<file path="src/rtl/vend_dispense_sched_pkg.sv">
// Shared types and parameter defaults for the vending dispense scheduler.
// Holds the FSM state encoding, the panel identifier and the timing defaults.
package vend_pkg;

  localparam int MOTOR_CYC_DEF = 4;
  localparam int SENSE_TMO_DEF = 15;
  localparam int COIN_GAP_DEF  = 2;
  localparam int CNT_W         = 8;

  typedef enum logic [2:0] {
    IDLE,
    MOTOR,
    SENSE,
    PAYOUT,
    GAP,
    DONE,
    FAULT
  } state_e;

  typedef enum logic {
    PANEL_A = 1'b0,
    PANEL_B = 1'b1
  } panel_e;

endpackage

</file>
<file path="src/rtl/vend_dispense_sched_if.sv">
// Panel/dispenser signal bundle between the two vending panels and the scheduler.
// VEND_FAULT_RECOVER_EN adds the fault_clr input.
interface vend_dispense_sched_if;

  logic       req_a;
  logic       req_b;
  logic       vend_a;
  logic       vend_b;
  logic [1:0] chg_a;
  logic [1:0] chg_b;
  logic       bottle_sense;
`ifdef VEND_FAULT_RECOVER_EN
  logic       fault_clr;
`endif
  logic       gnt_a;
  logic       gnt_b;
  logic       done_a;
  logic       done_b;
  logic       motor;
  logic       coin_pulse;
  logic       fault;

  modport master (
`ifdef VEND_FAULT_RECOVER_EN
    output fault_clr,
`endif
    output req_a, req_b, vend_a, vend_b, chg_a, chg_b, bottle_sense,
    input  gnt_a, gnt_b, done_a, done_b, motor, coin_pulse, fault
  );

  modport slave (
`ifdef VEND_FAULT_RECOVER_EN
    input  fault_clr,
`endif
    input  req_a, req_b, vend_a, vend_b, chg_a, chg_b, bottle_sense,
    output gnt_a, gnt_b, done_a, done_b, motor, coin_pulse, fault
  );

endinterface

</file>
<file path="src/rtl/vend_dispense_sched_rr_arb.sv">
// Two-way round-robin pick between panel A and panel B.
// When both request, the panel that was not served last wins.
module vend_rr_arb
  import vend_pkg::*;
(
  input  logic   req_a,
  input  logic   req_b,
  input  panel_e last,
  output panel_e sel,
  output logic   valid
);

  always_comb begin
    valid = req_a | req_b;
    if (req_a && req_b) begin
      sel = (last == PANEL_A) ? PANEL_B : PANEL_A;
    end else if (req_a) begin
      sel = PANEL_A;
    end else begin
      sel = PANEL_B;
    end
  end

endmodule

</file>
<file path="src/rtl/vend_dispense_sched.sv">
// Shared dispenser/change-hopper scheduler for two vending panels.
// Define VEND_FAULT_RECOVER_EN to allow leaving FAULT through fault_clr.
module vend_dispense_sched
  import vend_pkg::*;
#(
  parameter int MOTOR_CYC = MOTOR_CYC_DEF,
  parameter int SENSE_TMO = SENSE_TMO_DEF,
  parameter int COIN_GAP  = COIN_GAP_DEF
) (
  input logic                  clk,
  input logic                  rst,
  vend_dispense_sched_if.slave bus
);

  state_e           state_q;
  panel_e           owner_q;
  panel_e           last_q;
  logic             vend_q;
  logic [1:0]       chg_q;
  logic [CNT_W-1:0] cnt_q;
  logic             gnt_a_q, gnt_b_q;
  logic             done_a_q, done_b_q;
  logic             motor_q, coin_q, fault_q;

  panel_e     arb_sel;
  logic       arb_valid;
  logic       sel_vend;
  logic [1:0] sel_chg;

  vend_rr_arb u_arb (
    .req_a (bus.req_a),
    .req_b (bus.req_b),
    .last  (last_q),
    .sel   (arb_sel),
    .valid (arb_valid)
  );

  assign sel_vend = (arb_sel == PANEL_A) ? bus.vend_a : bus.vend_b;
  assign sel_chg  = (arb_sel == PANEL_A) ? bus.chg_a  : bus.chg_b;

  // Outputs are registered for the state being entered, so they line up with it.
  always_ff @(posedge clk) begin
    if (rst) begin
      state_q  <= IDLE;
      owner_q  <= PANEL_A;
      last_q   <= PANEL_B;
      vend_q   <= 1'b0;
      chg_q    <= 2'd0;
      cnt_q    <= '0;
      gnt_a_q  <= 1'b0;
      gnt_b_q  <= 1'b0;
      done_a_q <= 1'b0;
      done_b_q <= 1'b0;
      motor_q  <= 1'b0;
      coin_q   <= 1'b0;
      fault_q  <= 1'b0;
    end else begin
      motor_q  <= 1'b0;
      coin_q   <= 1'b0;
      done_a_q <= 1'b0;
      done_b_q <= 1'b0;
      fault_q  <= 1'b0;
      case (state_q)
        IDLE: begin
          if (arb_valid) begin
            owner_q <= arb_sel;
            vend_q  <= sel_vend;
            chg_q   <= sel_chg;
            gnt_a_q <= (arb_sel == PANEL_A);
            gnt_b_q <= (arb_sel == PANEL_B);
            if (sel_vend) begin
              state_q <= MOTOR;
              motor_q <= 1'b1;
              cnt_q   <= CNT_W'(MOTOR_CYC - 1);
            end else if (sel_chg != 2'd0) begin
              state_q <= PAYOUT;
              coin_q  <= 1'b1;
            end else begin
              state_q  <= DONE;
              done_a_q <= (arb_sel == PANEL_A);
              done_b_q <= (arb_sel == PANEL_B);
            end
          end
        end
        MOTOR: begin
          if (cnt_q == '0) begin
            state_q <= SENSE;
            cnt_q   <= CNT_W'(SENSE_TMO - 1);
          end else begin
            cnt_q   <= cnt_q - CNT_W'(1);
            motor_q <= vend_q;
          end
        end
        SENSE: begin
          // A drop seen in the last allowed cycle still beats the timeout.
          if (bus.bottle_sense) begin
            if (chg_q != 2'd0) begin
              state_q <= PAYOUT;
              coin_q  <= 1'b1;
            end else begin
              state_q  <= DONE;
              done_a_q <= (owner_q == PANEL_A);
              done_b_q <= (owner_q == PANEL_B);
            end
          end else if (cnt_q == '0) begin
            state_q <= FAULT;
            fault_q <= 1'b1;
            gnt_a_q <= 1'b0;
            gnt_b_q <= 1'b0;
          end else begin
            cnt_q <= cnt_q - CNT_W'(1);
          end
        end
        PAYOUT: begin
          chg_q   <= chg_q - 2'd1;
          cnt_q   <= CNT_W'(COIN_GAP - 1);
          state_q <= GAP;
        end
        GAP: begin
          if (cnt_q == '0) begin
            if (chg_q != 2'd0) begin
              state_q <= PAYOUT;
              coin_q  <= 1'b1;
            end else begin
              state_q  <= DONE;
              done_a_q <= (owner_q == PANEL_A);
              done_b_q <= (owner_q == PANEL_B);
            end
          end else begin
            cnt_q <= cnt_q - CNT_W'(1);
          end
        end
        DONE: begin
          state_q <= IDLE;
          last_q  <= owner_q;
          gnt_a_q <= 1'b0;
          gnt_b_q <= 1'b0;
        end
        FAULT: begin
`ifdef VEND_FAULT_RECOVER_EN
          if (bus.fault_clr) begin
            state_q <= IDLE;
            last_q  <= owner_q;
          end else begin
            fault_q <= 1'b1;
          end
`else
          fault_q <= 1'b1;
`endif
        end
        default: state_q <= IDLE;
      endcase
    end
  end

  assign bus.gnt_a      = gnt_a_q;
  assign bus.gnt_b      = gnt_b_q;
  assign bus.done_a     = done_a_q;
  assign bus.done_b     = done_b_q;
  assign bus.motor      = motor_q;
  assign bus.coin_pulse = coin_q;
  assign bus.fault      = fault_q;

endmodule

</file>
<file path="src/flat_wrapper.sv">
// flat-port wrapper written by rule: the top's interface ports become plain ports
module vend_dispense_sched_flat import vend_pkg::*;
#(
  parameter int MOTOR_CYC = MOTOR_CYC_DEF,
  parameter int SENSE_TMO = SENSE_TMO_DEF,
  parameter int COIN_GAP  = COIN_GAP_DEF
)
  (clk, rst, bus_req_a, bus_req_b, bus_vend_a, bus_vend_b, bus_chg_a, bus_chg_b, bus_bottle_sense, bus_gnt_a, bus_gnt_b, bus_done_a, bus_done_b, bus_motor, bus_coin_pulse, bus_fault);
  vend_dispense_sched_if bus_i ();
  input logic clk;
  input logic rst;
  input wire logic [$bits(bus_i.req_a)-1:0] bus_req_a;
  input wire logic [$bits(bus_i.req_b)-1:0] bus_req_b;
  input wire logic [$bits(bus_i.vend_a)-1:0] bus_vend_a;
  input wire logic [$bits(bus_i.vend_b)-1:0] bus_vend_b;
  input wire logic [$bits(bus_i.chg_a)-1:0] bus_chg_a;
  input wire logic [$bits(bus_i.chg_b)-1:0] bus_chg_b;
  input wire logic [$bits(bus_i.bottle_sense)-1:0] bus_bottle_sense;
  output wire logic [$bits(bus_i.gnt_a)-1:0] bus_gnt_a;
  output wire logic [$bits(bus_i.gnt_b)-1:0] bus_gnt_b;
  output wire logic [$bits(bus_i.done_a)-1:0] bus_done_a;
  output wire logic [$bits(bus_i.done_b)-1:0] bus_done_b;
  output wire logic [$bits(bus_i.motor)-1:0] bus_motor;
  output wire logic [$bits(bus_i.coin_pulse)-1:0] bus_coin_pulse;
  output wire logic [$bits(bus_i.fault)-1:0] bus_fault;
  assign bus_i.req_a = bus_req_a;
  assign bus_i.req_b = bus_req_b;
  assign bus_i.vend_a = bus_vend_a;
  assign bus_i.vend_b = bus_vend_b;
  assign bus_i.chg_a = bus_chg_a;
  assign bus_i.chg_b = bus_chg_b;
  assign bus_i.bottle_sense = bus_bottle_sense;
  assign bus_gnt_a = bus_i.gnt_a;
  assign bus_gnt_b = bus_i.gnt_b;
  assign bus_done_a = bus_i.done_a;
  assign bus_done_b = bus_i.done_b;
  assign bus_motor = bus_i.motor;
  assign bus_coin_pulse = bus_i.coin_pulse;
  assign bus_fault = bus_i.fault;
  vend_dispense_sched #(.MOTOR_CYC(MOTOR_CYC), .SENSE_TMO(SENSE_TMO), .COIN_GAP(COIN_GAP)) u_core (.clk(clk), .rst(rst), .bus(bus_i));
endmodule
</file>
<file path="config.mk">
export PLATFORM = sky130hd
export DESIGN_NAME = vend_dispense_sched_flat
export DESIGN_NICKNAME = d
export VERILOG_FILES = /design/src/rtl/vend_dispense_sched_pkg.sv /design/src/rtl/vend_dispense_sched_if.sv /design/src/rtl/vend_dispense_sched_rr_arb.sv /design/src/rtl/vend_dispense_sched.sv /design/src/flat_wrapper.sv
export SDC_FILE = /design/constraint.sdc
export NUM_CORES = 1
export LEC_CHECK = 0
export CAP_MARGIN = 10
export CORE_MARGIN = 2
export CORE_UTILIZATION = 40
export CTS_CLUSTER_SIZE = 12
export DETAILED_ROUTE_END_ITERATION = 6
export GPL_TIMING_DRIVEN = 0
export PLACE_DENSITY_LB_ADDON = 0.15
export SLEW_MARGIN = 20
export SYNTH_ARGS = -nofsm -noshare
export SYNTH_HDL_FRONTEND = slang
export SYNTH_SLANG_ARGS = --single-unit
</file>
<file path="constraint.sdc">
create_clock -name clk -period 2.15 [get_ports clk]
set_clock_uncertainty 0.05 [all_clocks]
set_input_delay 0.645 -clock clk [delete_from_list [all_inputs] [get_ports clk]]
set_output_delay 0.645 -clock clk [all_outputs]
set_load 0.02 [all_outputs]
</file>
==> results of run 1 <==
==> flip-flops by register name (all words and copies together), names as in the netlist <==
register	flops
u_core.bus.coin_pulse	1
u_core.bus.done_a	1
u_core.bus.done_b	1
u_core.bus.fault	1
u_core.bus.gnt_a	1
u_core.bus.gnt_b	1
u_core.bus.motor	1
u_core.chg_q	2
u_core.cnt_q	8
u_core.last_q	1
u_core.owner_q	1
u_core.state_q	3
u_core.vend_q	1
==> Yosys cell counts, types with 3 or more instances <==
master / instances / area [sq um]
inv_1: 8 / 30.0
nand3_1: 4 / 20.0
nor2_1: 26 / 97.6
a22oi_1: 3 / 22.5
a31oi_1: 4 / 25.0
a21oi_1: 18 / 90.1
dfxtp_1: 23 / 460
nand2b_1: 5 / 31.3
o21ai_0: 8 / 40.0
nand2_1: 17 / 63.8
buf_2: 5 / 25.0
nor3_1: 6 / 30.0
nor2b_1: 4 / 25.0
o22ai_1: 5 / 31.3
a211oi_1: 4 / 30.0
clkbuf_1: 3 / 11.3
==> metal layers <==
metal	track usage, %	part of all wire [%]	vias up
li1	-	-	740
met1	29.1	48	706
met2	31.8	43	62
met3	2.26	5.4	15
met4	12.2	3.1	0
met5	0	0	-
==> worst max-delay path, cell delays in order <==
cell             delay (ps)
clkdlybuf4s50_1         440
or4_4                   550
a2111oi_4               360
o21ai_2                  90
a21oi_2                 130
==> where the power goes <==
group / internal (uW) / switching (uW) / total (uW)
logic: 689 / 1010 / 1690
registers: 571 / 124 / 695
clock network: 133 / 144 / 277
total: 1390 / 1270 / 2670
==> path summary, 6_finish.rpt <==
kind,start,end,slack [ps],depth (start not counted)
setup / recovery,bus_chg_a[0],u_core.state_q[2],90,5
hold / removal,u_core.bus.gnt_a,u_core.bus.gnt_a,420,2
setup reg to reg,u_core.cnt_q[2],u_core.state_q[1],180,7
hold reg to reg,u_core.bus.gnt_a,u_core.bus.gnt_a,420,2
==> area by class of cell <==
| type | count | area share, % |
|---|---|---|
| Inverter | 9 | 1.88 |
| Multi-Input combinational cell | 149 | 53.9 |
| Timing Repair Buffer | 20 | 10.5 |
| Sequential cell | 23 | 25.6 |
| Tap cell | 48 | 3.34 |
| Clock buffer | 4 | 2.50 |
| Buffer | 9 | 2.29 |
==> stage by stage <==
stage	total power, uW	utilization, %	hold WS (ps)
floorplan	1900	-	412
global placement	2240	47.3	397
detailed placement	2290	47.3	406
CTS	2610	49.2	418
global route	2890	49.5	455
finish	2670	49.5	416
==> logic make-up after synthesis <==
| group | Yosys count | share of synthesized area, % |
|---|---|---|
| buf+inv | 19 | 5.71 |
| simple gates | 75 | 26.4 |
| compound gates | 66 | 31.3 |
| mux | 4 | 2.85 |
| flops | 23 | 30.9 |
| xor+xnor | 2 | 1.18 |
| fa+ha+maj | 2 | 1.68 |
==> repair_timing <==
item | in CTS | in global routing
endpoints found under the hold margin | 0 | 0
endpoints found under the setup margin | 9 | 14
buffers inserted | 1 | 2
gates resized for setup | 9 | 4
pin swaps | 5 | 5
==> metrics.md, run 1 <==
| Metric | Value |
|---|---|
| Fillers | 371 |
| # placed instances | 256 |
| Clk buf depth | 2 |
| Initial antenna violation count | 0 |
| Nets | ~230 |
| Headroom to the max-slew limit | about three fifths |
| Worst-path maximum fanout | 3 |
| Crit path launch type | input pin |
| Max Cap Viol | 0 |
| Pre-CTS WS | -564 ps |
| Detailed Route Iter0 Violations | ~140 |
| Vias in the first global route | approximately 1500 |
| Layout cell share with drive strength beyond 1 | a little over an eighth |
| Vias | roughly 1500 |
| Leading cell type in the layout, fill and taps excluded | nor2_1 |
| Wire per inst | between 15 and 20 um |
| Final worst slack | 93.8 ps |
| Max H-tree Level | 1 |
| RSZ-0062 raised after global routing | no |
| Hold crit path type | flop to flop |
| RePlAce Congestion | a little over 0.8 |
| Setup TNS | 0 ps |
| Synth Flop Type | dfxtp_1 |
| Final cell count without fillers | between 200 and 300 |
| Endpoints failing setup | 0 |
| Clock transition at the registers of the reported paths | around 80 ps |
| DR pass1 iterations | 5 |
| Die Y | about 65 um |
| Final Hold Fails | 0 |
| Overflow after GRT | 0 |
| Core area | roughly 0.0036 sq mm |
| Vias per cell | 5.81 |
| # IOs | 18 |
| Period utilization | between 90 and 100% |
| DRT Wirelength | 4060 um |
| Synth Instances | ~190 |
| Fraction of registers with async set/reset | 0% |
| Rows | 22 |
| Sequential element share of the synthesized area | just over 30% |
| Largest net degree at the start of global routing | 13 |
| Power Dens Cells | about 1500 mW/mm^2 |
| CP endpoint kind | flop |
| Starting density of the core | about two fifths |
| Avg Inst Size Synth | 7.80 sq um |
| Hold bufs inserted after CTS | 0 |
| Status | complete, no violations |
| Die width | around 65 um |
| Area growth syn-to-layout | 20.7% |
| Storage cell area | around 460 sq um |
| Worst-Skew Late Latency | ~270 ps |
| Slew @ Worst Pin | 578 ps |
| Data arrival, critical path | 2210 ps |
| Final min period | 2060 ps |
| DRC violations left | 0 |
| First-pass GRT wire length | just under 7000 um |
| Clk root buf | clkbuf_8 |
| Multi-input logic area | roughly 970 sq um |
| Die area | ~0.0042 sq mm |
| Netlist cell types | between 50 and 60 |
| Final Max Tran Viols | 0 |
| Post-route cell area | about 0.0018 sq mm |
| Detailed-placement wirelength estimate | 2950 um |
| YS warnings | 0 |
| CP required | between 2000 and 2500 ps |
| Cell Area, Placed | 0.00172 sq mm |
| Maximum clock frequency | 486 MHz |
| Cts bufs inserted | 3 |
| Post-DRT Antenna Nets | 0 |
| Post-synth EDFFs | 0 |
| Peak VDD IR | 642 uV |
| Syn nets | around 200 |
| Leakage | 0.000707 uW |
| Crit Path Category | input pin to flop |
| CTS tree | built |
| Port-buffer cells | 17 |
| Total track usage | between 20% and 30% |
| Post-Syn Area | 0.00149 sq mm |
| Yosys reg bits | 23 |
| Most frequent cells in the layout | nor2_1 (26), dfxtp_1 (23), nand2_1 (17), a21oi_1 (17), clkdlybuf4s50_1 (14) |
| ANT cells | 0 |
| CTS Sinks | 23 |
No activity file was read; power rests on OpenSTA's default activity.
==> run 2: changes to the inputs <==
- CORE_UTILIZATION: 40 -> 55
==> run 2 against run 1 <==
  * Cell area is 3.1% lower
  * Utilization is 20 points higher
  * Die area is 26% lower
==> metrics.md, run 2 (synthesis gave the netlist of run 1 again) <==
| Metric | Value |
|---|---|
| Status | complete, no violations |
| Final Max Tran Viols | 0 |
| Slowest cell on crit path | or4_4 |
| # IOs | 18 |
| Most frequent cells in the layout | nor2_1 (26), dfxtp_1 (23), nand2_1 (17), a21oi_1 (17), clkdlybuf4s50_1 (15) |
| Vias | about 1600 |
| Peak VDD IR | ~990 uV |
| CTS Sinks | 23 |
| Die Y | roughly 56 um |
| Detailed-placement wirelength estimate | 2810 um |
| Rows | 18 |
| Clk root buf | clkbuf_4 |
| Slew @ Worst Pin | 574 ps |
| Pre-CTS WS | -486 ps |
| Clock transition at the registers of the reported paths | between 100 and 150 ps |
| Final worst slack | roughly 39 ps |
| WHS | about 430 ps |
| Total track usage | around a quarter |
| Power Dens Cells | between 1000 and 1500 mW/mm^2 |
| Post-DRT Antenna Nets | 0 |
| Final cell count without fillers | roughly 240 |
| Cts bufs inserted | 3 |
| Reg2Reg Depth | 8 |
| Starting density of the core | between 50% and 60% |
| RePlAce Congestion | between 0.9 and 1 |
| Die area | ~0.0031 sq mm |
| Period utilization | 98.2% |
| Final min period | around 2100 ps |
| Maximum clock frequency | 474 MHz |
| Worst-Skew Late Latency | about 320 ps |
| Final Hold Fails | 0 |
| Reg with most FFs | u_core.cnt_q |
| Endpoints failing setup | 0 |
| Leakage | ~0.00068 uW |
| # placed instances | 238 |
| Overflow after GRT | 0 |
| Headroom to the max-slew limit | roughly three fifths |
| CP peak stage delay | between 400 and 500 ps |
| Max H-tree Level | 1 |
| Crit path launch type | input pin |
| Area growth syn-to-layout | 17.0% |
| Largest net degree at the start of global routing | 15 |
| Cell depth of the worst min-delay path | 2 |
| DR pass1 iterations | 4 |
| Largest register FFs | 8 |
| Port-buffer cells | 17 |
| DRC violations left | 0 |
| Worst-path maximum fanout | 8 |
| Hold bufs inserted after CTS | 0 |
| Core area | between 0.002 and 0.003 sq mm |
| Wire per inst | ~16 um |
| Initial antenna violation count | 0 |
| Crit Path Category | input pin to flop |
| Leading cell type in the layout, fill and taps excluded | nor2_1 |
| Max Cap Viol | 0 |
| CTS tree | built |
| Data arrival, critical path | between 2000 and 2500 ps |
| Detailed Route Iter0 Violations | approximately 100 |
| Clk buf depth | 2 |
| CP required | ~2400 ps |
| Vias in the first global route | 1361 |
| Vias per cell | about 6.4 |
| CP endpoint kind | flop |
| ANT cells | 0 |
| First-pass GRT wire length | between 6000 and 7000 um |
| Biggest regs | u_core.cnt_q: 8 flops, u_core.state_q: 3 flops, u_core.chg_q: 2 flops |
| Layout cell share with drive strength beyond 1 | around 12% |
| DRT Wirelength | about 3800 um |
| Reg2reg setup slack | 130 ps |
| Nets | approximately 230 |
| Hold crit path type | flop to flop |
| CP cell instances | dlygate4sd2_1 > nor2b_4 > nand2b_4 > buf_6 > or4_4 > a2111oi_4 > o21ai_2 > a21oi_2 |
| Die width | 56.1 um |
[run 2: per-layer routing]
layer | routed length (um) | track usage [%]
met1 | 1680 | 34.7
met4 | 25 | 5.78
met2 | 1800 | 38.5
met5 | 0 | 0
met3 | 306 | 5.12
[run 2: cell type report]
type / instances / area (sq um)
Sequential cell: 23 / 460
Clock inverter: 1 / 7.51
Tap cell: 30 / 37.5
Buffer: 10 / 51.3
Fill cell: 211 / 778
Multi-Input combinational cell: 149 / 956
Clock buffer: 3 / 22.5
Inverter: 9 / 33.8
Timing Repair Buffer: 18 / 175
[run 2: repair_timing]
| action | 4_1_cts | 5_1_grt |
|---|---|---|
| resized for setup | 3 | 2 |
| endpoints found under the setup margin | 7 | 4 |
| pin swaps | 2 | 1 |
| hold endpoints to repair | 0 | 0 |
| cloned | 0 | 0 |
| buffers inserted | 1 | 0 |
[run 2: metrics by stage]
stage | util, % | setup TNS (ps) | area, sq um | total power, uW
final | 69.1 | 0 | 1740 | 2580
after CTS | 68.7 | -3.13 | 1730 | 2510
after floorplan | - | 0 | 1490 | 1900
after global placement | 67.3 | -5000 | 1700 | 2210
after global routing | 69.1 | -6.14 | 1740 | 2760
after detailed placement | 67.3 | -5680 | 1700 | 2280
[run 2: critical path: cells and delay by family]
kind	cells	cell delay, ps
AO/OA/AOI/OAI	3	580
buffers and inverters	2	390
AND/OR/NAND/NOR	3	720
[run 2: path summary, 6_finish.rpt]
path | startpoint | end
worst min register to register | u_core.bus.gnt_a | u_core.bus.gnt_a
worst max register to register | u_core.cnt_q[0] | u_core.state_q[1]
worst max-delay path | bus_req_b | u_core.state_q[2]
worst min-delay path | u_core.bus.gnt_a | u_core.bus.gnt_a
[run 2: power by group]
group | internal [uW] | total, uW | switching, uW
registers | 570 | 691 | 121
clock network | 71.0 | 214 | 143
logic | 672 | 1670 | 998
==> edit 1 (settings of run 1) <==
Re-encode `state_e` (7 states) as one-hot, 7 bits wide.
--- a/src/rtl/vend_dispense_sched_pkg.sv
+++ b/src/rtl/vend_dispense_sched_pkg.sv
@@ -9,10 +9,10 @@
 
-  typedef enum logic [2:0] {
-    IDLE,
-    MOTOR,
-    SENSE,
-    PAYOUT,
-    GAP,
-    DONE,
-    FAULT
+  typedef enum logic [6:0] {
+    IDLE   = 7'b0000001,
+    MOTOR  = 7'b0000010,
+    SENSE  = 7'b0000100,
+    PAYOUT = 7'b0001000,
+    GAP    = 7'b0010000,
+    DONE   = 7'b0100000,
+    FAULT  = 7'b1000000
   } state_e;
Behaviour: same outputs for any inputs over 10 cycles, from zero or initial values and one cycle with rst high; not proved beyond that.
==> edit 1 against run 1 <==
- critical path depth rose by 2
- setup slack got worse by 0.025 ns
- combinational power fell by 46%
- global-route usage fell by 2.8 points
- critical endpoint is now u_core.cnt_q[1]
- synthesized cell count rose by 8.9%
- non-clock buffer count rose by 3
- sequential share of layout area fell by 0.13 points
- sequential cell count rose by 4
- cell count rose by 9.2%
- area after synthesis rose by 13%
- wire length rose by 6.9%
- register-to-register slack got worse by 0.10 ns
- power fell by 32%
- cell area rose by 18%
- largest cell class unchanged
==> edit 1: results (changes against run 1) <==
[run_status]
status = complete, no violations

[cts]
clk_path_buf_depth = 2  ; unchanged
cts.root.buffer_cell = sky130_fd_sc_hd__clkbuf_8
ctsHtreeMaxLevel = 1  ; unchanged

[placed_design]
dp_hpwl_mm = 3.30  ; +12%
placed_area_sq_mm = 0.00192  ; +12%
placement.io_buffers = 17  ; unchanged
gp_congestion = 0.859  ; +5.3%
preCtsSetupSlack_ns = -0.419  ; +0.145 ns
placedCellCount = 275  ; +7.4%

[cells_and_area]
nFillCells = 375  ; +1.1%
stdcell_count = 286  ; +9.2%
final_cell_utilization_of_the_core_pct = 52.7  ; +3.2 points
fraction_of_final_layout_cells_sized_beyond_drive_strength_1_pct = 19.5  ; +5.9 points
final_net_count = 250  ; +9.6%
largestRegisters = u_core.cnt_q (8), u_core.state_q (7), u_core.chg_q (2)
largest_register_ff_count = 8  ; unchanged

[route]
detail_route.wirelength_mm = 4.34  ; +6.9%
drtPass1Iterations = 4  ; -1
drt-initial-drc-count = 55  ; -60%
drt.antenna.violating_nets = 0  ; unchanged
avgViaCountPerCell = 5.73  ; -1.4%

[global_routing]
vias_in_the_first_global_route = 1485  ; -1.3%
initial_antenna_violation_count = 0  ; unchanged
global_route.usage.total_pct = 18.3  ; -2.8 points
grt_start_max_net_pins = 16  ; +3
grt_first_pass_wirelength_mm = 7.26  ; +4.5%

[min_path]
hp-start = u_core.vend_q
hold_path_end = u_core.vend_q
min-delay-path-class = register to register

[synthesis]
synth_top_cells_by_count = sky130_fd_sc_hd__dfxtp_1, sky130_fd_sc_hd__nor2_1, sky130_fd_sc_hd__nand2_1
avgSynthCellArea_sq_um = 8.13  ; +4.2%
ys_dominant_reg_cell = sky130_fd_sc_hd__dfxtp_1
yosysSeqAreaShare_pct = 32.0  ; +1.1 points
netlist-cell-type-count = 59  ; +13%
synthesis.nets = 221  ; +8.3%
synth.top_cells.by_area = sky130_fd_sc_hd__dfxtp_1, sky130_fd_sc_hd__a21oi_1, sky130_fd_sc_hd__nor2_1

[sta]
worst_slew_pin_slew_ns = 0.625  ; +0.0472 ns
worst_hold_slack_ns = 0.421  ; +0.00561 ns
post-route-worst-setup-slack_ns = 0.0691  ; -0.0247 ns

[power_and_ir_drop]
peakVddDrop_uv = 570  ; -11%
leakagePower_nw = 0.839  ; +19%
power_density_mw_per_mm2 = 849  ; -43%
total_switching_power_mw = 0.706  ; -45%
power_combinational_mw = 0.915  ; -46%
seq_cell_power_mw = 0.599  ; -14%

[setup_path]
r2r_start = u_core.state_q[5]
crit_path_max_fanout = 7  ; +4
r2r_slack_ns = 0.08  ; -0.10 ns
worst-r2r-cell-count = 6  ; -1
timing.critical_path.slowest_stage_cell = sky130_fd_sc_hd__clkdlybuf4s50_1
timing_endpoint_of_the_critical_path = u_core.cnt_q[1]
worst_r2r_endpoint = u_core.state_q[5]
cp_data_arrival_time_ns = 2.23  ; +0.02 ns
stage_delay_of_the_slowest_cell_on_the_critical_path_ns = 0.54
startpoint = bus_vend_b
cpLargestDelayFamily = compound AO/OA/AOI/OAI gates

==> edit 1: logic make-up after synthesis <==
family | after synthesis | synth area share [%]
and+or+nand+nor | 99 | 33.7
muxes | 6 | 3.70
buffers and inverters | 16 | 4.66
DFF | 27 | 32.0
xor gates and xnor gates | 3 | 1.55
adders and majority gates | 2 | 1.48
AOI/OAI and AO/OA | 55 | 22.9
==> edit 1: repair_timing <==
action	in CTS	in global routing
pin swaps	3	1
gates resized for setup	11	15
setup buffers	4	4
setup endpoints to repair	14	13
==> edit 1: layout make-up <==
class	instances	area share [%]
buffer	7	2.18
clock buffer	3	1.94
clock inverter	1	0.236
inverter	8	1.41
multi-input combinational	165	54.8
sequential	27	25.5
tap	50	2.95
timing repair buffer	25	11.0
==> edit 1: layer usage <==
layer,vias up,GRT usage (%),wire (um)
met5,-,0,0
met4,0,1.31,17
met3,2,2.92,244
met2,33,28.7,1990
met1,769,27.5,2090
li1,836,-,-
==> edit 2 (config.mk and constraints of run 1) <==
Without the edit above. The package constant `CNT_W` goes from 8 to 6.
--- a/src/rtl/vend_dispense_sched_pkg.sv
+++ b/src/rtl/vend_dispense_sched_pkg.sv
@@ -7,3 +7,3 @@
   localparam int COIN_GAP_DEF  = 2;
-  localparam int CNT_W         = 8;
+  localparam int CNT_W         = 6;
 
Function: same outputs for any inputs over 10 cycles, from zero or initial values and one cycle with rst high; that may be too few to reach the edited logic, so the function may still have changed.
==> edit 2 against run 1 <==
- global-route usage fell by 0.33 points
- combinational power down 5%
- setup slack better by 0.010 ns
- sequential cell count decreased by 2
- utilization is 0.72 points higher
- wire length grew 2.0%
- cell count rose by 3.8%
- critical path depth is the same
- via count increased by 6.9%
- non-clock buffer count did not move
- area after synthesis increased by 2.9%
- power fell by 6.2%
- cell area grew 2.2%
- critical path type unchanged
- critical endpoint is now u_core.cnt_q[3]
- largest cell class unchanged
==> edit 2: results (changes against run 1) <==
[setup_path]
cpLargestDelayFamily = buffers and inverters
timing_endpoint_of_the_critical_path = u_core.cnt_q[3]
startpoint = rst

[global_routing]
grt_first_pass_wirelength_mm = 7.06  ; +1.6%
vias_in_the_first_global_route = 1461  ; -2.9%

[synthesis]
synth-compound-area-share_pct = 31.9  ; +0.57 points
synth.top_cells.by_area = sky130_fd_sc_hd__dfxtp_1, sky130_fd_sc_hd__nand2_1, sky130_fd_sc_hd__a21oi_1
synth_largest_type_area_fraction_pct = 27.4  ; -3.5 points
yosysSeqAreaShare_pct = 27.4  ; -3.5 points
synth_mux_area_share_pct = 3.34  ; +0.49 points

[route]
detail_route.wirelength_mm = 4.14  ; +2.0%
met2RoutedLength_mm = 1.86  ; +5.7%
wl_met1_mm = 1.85  ; -5.2%
drt-initial-drc-count = 89  ; -36%

[cells_and_area]
final_net_count = 239  ; +4.8%

[power_and_ir_drop]
powerClk_mw = 0.266  ; -4%
power_switching_share_pct = 49.5  ; +1.7 points
peakVddDrop_uv = 662  ; +3.0%
post-layout-total-power_mw = 2.50  ; -6.2%

[cts]
cts_setup_buffers = 0  ; -1

[run_status]
status = complete, no violations

[placed_design]
placedCellCount = 267  ; +4.3%
dp_hpwl_mm = 3.13  ; +5.9%
placement.io_buffers = 16  ; -1
preCtsSetupSlack_ns = -0.439  ; +0.125 ns

[sta]
max-slew-margin-rel_pct = 54.1  ; -6.8 points
timing.final.crit_share_pct = 95.2  ; -0.48 points
worst_hold_slack_ns = 0.409  ; -0.00697 ns

-- edit 2: cell count changes in the layout (fill, tap and decap cells not counted), moves of 3 or more --
cell                       change
sky130_fd_sc_hd__nand2_1       +7
sky130_fd_sc_hd__clkbuf_1      +3
sky130_fd_sc_hd__o21ai_0       +4
sky130_fd_sc_hd__nor4b_1       +3
sky130_fd_sc_hd__o22ai_1       -4
sky130_fd_sc_hd__o211ai_1      +6
sky130_fd_sc_hd__nor2_1        -9
sky130_fd_sc_hd__o21a_1        +3
sky130_fd_sc_hd__nand3_1       +5
-- edit 2: cell families after synthesis --
kind of cell,Yosys count
AO/OA/AOI/OAI,66
XOR/XNOR,1
adder cells (fa/ha/maj),3
buffers and inverters,21
flip-flops,21
multiplexers,5
AND/OR/NAND/NOR,86
-- edit 2: per-layer routing --
metal | GRT usage, % | vias to the layer above
li1 | - | 793
met1 | 30.8 | 747
met2 | 31.3 | 82
met3 | 2.39 | 6
met4 | 6.25 | 0
met5 | 0 | -
-- edit 2: worst reg2reg max path, cell delays in order (launching register included) --
cell	delay, ns
sky130_fd_sc_hd__dfxtp_1	0.36
sky130_fd_sc_hd__inv_1	0.11
sky130_fd_sc_hd__ha_1	0.17
sky130_fd_sc_hd__nor2b_4	0.20
sky130_fd_sc_hd__a21oi_1	0.13
sky130_fd_sc_hd__a21o_1	0.29
sky130_fd_sc_hd__or2_4	0.28
sky130_fd_sc_hd__a221o_1	0.31
-- edit 2: final cells by class --
class	count	area, sq um
sequential	21	420
multi-input combinational	161	1050
clock buffer	3	41.3
tap	48	60.1
clock inverter	1	5.00
buffer	11	47.5
timing repair buffer	18	176
inverter	9	33.8
fill	359	1820
